[src/rtl/enoc_pkg.sv]
// Shared ENoC definitions: port indices, port vector types and the mod-5 helpers
// used by the switch allocator and its per-output arbiters.
package enoc_pkg;

    localparam int NUM_PORTS = 5;

    typedef logic [0:4] port_onehot_t;
    typedef logic [2:0] port_idx_t;

    localparam port_idx_t PORT_C = 3'd0;
    localparam port_idx_t PORT_N = 3'd1;
    localparam port_idx_t PORT_E = 3'd2;
    localparam port_idx_t PORT_S = 3'd3;
    localparam port_idx_t PORT_W = 3'd4;

    function automatic port_idx_t inc_mod5(input port_idx_t p);
        return (p >= PORT_W) ? PORT_C : p + 3'd1;
    endfunction

    function automatic port_onehot_t idx_to_onehot(input port_idx_t p);
        port_onehot_t v;
        v = '0;
        for (int k = 0; k < NUM_PORTS; k++) begin
            if (port_idx_t'(k) == p) begin
                v[k] = 1'b1;
            end
        end
        return v;
    endfunction

endpackage

[src/rtl/enoc_rr_arbiter.sv]
// Five-requester round-robin arbiter for a single output port, with optional
// wormhole locking that holds the output for one input from head to tail flit.
module enoc_rr_arbiter
    import enoc_pkg::*;
#(
    parameter bit WORMHOLE = 1'b1
) (
    input  logic         clk,
    input  logic         reset,
    input  port_onehot_t req,
    input  port_onehot_t tail,
    input  logic         en,
    output port_onehot_t grant,
    output logic         val
);

    port_idx_t    ptr;
    logic         lock;
    port_idx_t    owner;

    port_onehot_t cand;
    port_idx_t    winner;
    port_idx_t    idx;
    logic         found;
    port_onehot_t winner_oh;
    logic         winner_tail;
    logic         transfer;

    // A locked output only listens to its owner; otherwise search from ptr upward.
    always_comb begin
        cand   = lock ? (req & idx_to_onehot(owner)) : req;
        found  = 1'b0;
        winner = ptr;
        idx    = ptr;
        for (int k = 0; k < NUM_PORTS; k++) begin
            for (int j = 0; j < NUM_PORTS; j++) begin
                if (!found && (port_idx_t'(j) == idx) && cand[j]) begin
                    found  = 1'b1;
                    winner = port_idx_t'(j);
                end
            end
            idx = inc_mod5(idx);
        end
    end

    always_comb begin
        winner_oh   = idx_to_onehot(winner);
        winner_tail = |(tail & winner_oh);
        transfer    = found && en && !reset;
        grant       = transfer ? winner_oh : '0;
        val         = transfer;
    end

    always_ff @(posedge clk) begin
        if (reset) begin
            ptr   <= PORT_C;
            lock  <= 1'b0;
            owner <= PORT_C;
        end else if (transfer) begin
            if (WORMHOLE) begin
                if (winner_tail) begin
                    lock <= 1'b0;
                    ptr  <= inc_mod5(winner);
                end else begin
                    lock  <= 1'b1;
                    owner <= winner;
                end
            end else begin
                ptr <= inc_mod5(winner);
            end
        end
    end

endmodule

[src/rtl/enoc_switch_allocator.sv]
// ENoC router switch allocator: one round-robin arbiter per output port, fed by
// the transposed route requests; grants drive the crossbar and input FIFO pops.
module enoc_switch_allocator
    import enoc_pkg::*;
#(
    parameter bit WORMHOLE = 1'b1
) (
    input  logic            clk,
    input  logic            reset,
    input  logic [0:4][0:4] i_output_req,
    input  logic [0:4]      i_tail,
    input  logic [0:4]      i_en,
    output logic [0:4]      o_input_grant,
    output logic [0:4][0:4] o_output_sel,
    output logic [0:4]      o_output_val
);

    port_onehot_t out_req   [NUM_PORTS];
    port_onehot_t out_grant [NUM_PORTS];

    always_comb begin
        for (int o = 0; o < NUM_PORTS; o++) begin
            out_req[o] = '0;
            for (int i = 0; i < NUM_PORTS; i++) begin
                out_req[o][i] = i_output_req[i][o];
            end
        end
    end

    for (genvar o = 0; o < NUM_PORTS; o++) begin : g_out
        enoc_rr_arbiter #(
            .WORMHOLE (WORMHOLE)
        ) u_arb (
            .clk   (clk),
            .reset (reset),
            .req   (out_req[o]),
            .tail  (i_tail),
            .en    (i_en[o]),
            .grant (out_grant[o]),
            .val   (o_output_val[o])
        );
        assign o_output_sel[o] = out_grant[o];
    end

    // Each input asks for at most one output, so a plain OR never merges two grants.
    always_comb begin
        o_input_grant = '0;
        for (int o = 0; o < NUM_PORTS; o++) begin
            o_input_grant = o_input_grant | out_grant[o];
        end
    end

    for (genvar i = 0; i < NUM_PORTS; i++) begin : g_req_chk
        a_req_onehot : assert property (@(posedge clk) disable iff (reset)
            $onehot0(i_output_req[i]));
    end

endmodule

[config.mk]
export PLATFORM = sky130hd
export DESIGN_NAME = enoc_switch_allocator
export DESIGN_NICKNAME = d
export VERILOG_FILES = /design/src/rtl/enoc_pkg.sv /design/src/rtl/enoc_rr_arbiter.sv /design/src/rtl/enoc_switch_allocator.sv
export SDC_FILE = /design/constraint.sdc
export NUM_CORES = 1
export LEC_CHECK = 0
export BUFFER_PORTS_ARGS = -buffer_cell sky130_fd_sc_hd__buf_2
export CORE_ASPECT_RATIO = 1.4
export CORE_MARGIN = 2
export CORE_UTILIZATION = 43
export DETAILED_ROUTE_END_ITERATION = 12
export PLACE_DENSITY = 0.72
export RECOVER_POWER = 50
export SLEW_MARGIN = 20
export SYNTH_ARGS = -nofsm -noshare
export SYNTH_HDL_FRONTEND = slang
export SYNTH_SLANG_ARGS = --single-unit
export TNS_END_PERCENT = 20
[constraint.sdc]
create_clock -name clk -period 14.4 [get_ports clk]
set_input_delay 2.88 -clock clk [delete_from_list [all_inputs] [get_ports clk]]
set_output_delay 2.88 -clock clk [all_outputs]
set_load 0.005 [all_outputs]
==> reports/summary.txt <==
Global-route wire length before repair - 41.8 mm
Initial core utilization - 0.440
WL final - 26.1 mm
CP Cell Sequence - inv_1 -> ha_1 -> nor2_1 -> inv_1 -> ha_1 -> o21ba_1 -> inv_1 -> ha_1 -> nor2_1 -> inv_1 -> ha_1 -> nand3b_1 -> or4_1 -> o221a_2 -> o31a_1 -> a22oi_1 -> a21oi_1 -> ha_1 -> and3_1 -> nor2_1 -> or4b_1 -> buf_2
RSZ-0062 raised after global routing - false
Pre-Repair DR Iteration Count - 6
H-Tree Depth - 2
Yosys cell types - 92
CTS tree - done
Setup crit end kind - output pin
Slew headroom - 0.437
Post-synth top area cell - ha_1
Syn Std Cell Area - 7950 um2
Clk pin slew, worst setup/hold paths - 0.05 ns
Post-DP HPWL - 21.0 mm
Top cell type's share of synthesized area - 0.187
Dominant synthesized flop cell - dfxtp_1
Fin crit period - 9.95 ns
Final #Nets - 1314
CP dominant cell by count - ha_1
# fillers - 1855
Clk_skew - 0.00565 ns
Hold Crit Depth - 2
Final Hold Viols - 0
CTS max path bufs - 2
Sum Neg Setup Slack - 0 ns
Layout area overhead - 8.03%
Crit path DAT - 7.07 ns
Pins Over Slew Limit - 0
Worst r2r src - g_out[2].u_arb.ptr[2]
IO Pins - 72
Hold Startpoint - g_out[2].u_arb.ptr[1]
Sequential share of the synthesized area - 0.0881
Routed Antenna Nets - 0
Worst setup margin - 4.45 ns
Worst-case reg-to-reg path depth - 22
WS Path Type - flop to output pin
Worst EP required - 11.52 ns
#FFs+latches synth - 35
Skew-Pair Late Insertion Delay - 0.27 ns
Post-CTS setup buffer count - 0
Final period utilization - 0.691
Avg Inst Size Synth - 7.17 um2
Gr usage total - 0.258
Async SR Flop Fraction - 0
Top-count cell post-synth - nand2_1
Initial antenna violation count - 0
CTS hold repair buffers - 0
Port Buffers - 71
Drt drc - 0
Vias per cell - 6.44
Via count - 9004
Grt ovf - 0
DR WL/cell - 18.7 um
Worst Setup Start Kind - flop
Clock sink total - 35
FP Rows - 58
Outcome - complete, no violations
Least-Margin Pin Slew - 0.838 ns
Layout cells sized above 1 - 0.0992
Slowest stage cell, crit path - dfxtp_1
Critical path launch point - g_out[2].u_arb.ptr[2]
Chip height - 165 um
Synthesis Warnings - 0
Core ar. - 18100 um2
Post-synth top cells - 124 x nand2_1, 119 x ha_1, 91 x inv_1
Antenna Cells - 0
Pre-CTS setup slack - 5.15 ns
Final setup vio count - 0
Die area - 19600 um2
Fmax - 101 MHz
Synth Net Count - 1265
Iteration-0 DRC count of the detailed router - 843
Gpl congestion - 1.06
CTS Root Cell - clkbuf_16
CTS buffer count - 5
Die X - 119 um
Hold Path Class - flop to flop
CP max stage delay - 0.59 ns
Largest net degree at the start of global routing - 30
Number of max-cap violations - 0
Top cells by area, synth - ha_1 19%, dfxtp_1 8.8%, nand2_1 5.9%
Critical Path Fanout Max - 13
Vias in the first global route - 8419
EDFF count, synth - 0
Cells after synthesis - 1109
Post-CTS Resized - 0
## worst paths after layout
path                                           endpoint  slack, ns
worst max-delay path                   o_input_grant[1]       4.45
worst min-delay path              g_out[2].u_arb.ptr[1]       0.50
worst max register to register  g_out[2].u_arb.owner[0]       7.41
worst min register to register    g_out[2].u_arb.ptr[1]       0.50
## critical path: cells and delay by family, from the launching register on
kind / cells / cell delay [ns]
AND/OR/NAND/NOR: 7 / 2.23
AO/OA/AOI/OAI: 5 / 1.30
adder cells (fa/ha/maj): 5 / 1.76
flip-flops: 1 / 0.59
buffers and inverters: 5 / 0.89
## per-stage QoR
step	hold slack, ns	std cells	cell area (um2)	util
3_5_place_dp	0.498	1391	8470	0.469
4_1_cts	0.505	1399	8610	0.476
3_3_place_gp	0.488	1391	8470	0.469
6_report	0.502	1399	8590	0.475
5_1_grt	0.543	1399	8590	0.475
2_1_floorplan	0.471	1109	7950	-
## registers in the layout (all words and copies together) (netlist names)
signal,flops
g_out.u_arb.ptr,15
g_out.u_arb.owner,15
g_out.u_arb.lock,5
## logic make-up after synthesis
family	count (synthesis)	synth area share
compound gates	371	0.339
fa+ha+maj	119	0.187
buf+inv	125	0.0631
flops	35	0.0881
mux	28	0.0368
simple gates	431	0.286
## per-layer routing
layer	GRT usage	up-vias	part of all wire
met2	0.476	432	0.49
met3	0.0477	101	0.078
met4	0.116	0	0.043
li1	-	4303	-
met1	0.286	4168	0.39
met5	0	-	0
## final cells by class
cell class	count	area, um2	area share
clock buffers	7	133	0.0154
repair buffers	72	363	0.0422
clock inverters	1	5.00	0.000583
multi-input cells	949	6730	0.784
well taps	240	300	0.0350
flip-flops and latches	35	701	0.0816
inverters	95	357	0.0415
## cell usage in the layout (no fill, tap or decap), types with 11 or more instances in the layout
master	count
nand2_1	124
ha_1	119
inv_1	92
buf_2	71
a21oi_1	70
nor2_1	67
nand3_1	51
o21ai_0	51
dfxtp_1	35
and3_1	31
o211ai_1	30
o21a_1	24
mux2i_1	24
nor3_1	23
and2_1	21
a31oi_1	21
o2111ai_1	18
nand2b_1	17
nand4_1	17
o31ai_1	15
nor3b_1	14
a22oi_1	12
a211oi_1	11
nor4_1	11
Power is left out: the tool's default activity adds up to more than one toggle a clock period on the data nets, which glitch-free logic cannot reach.
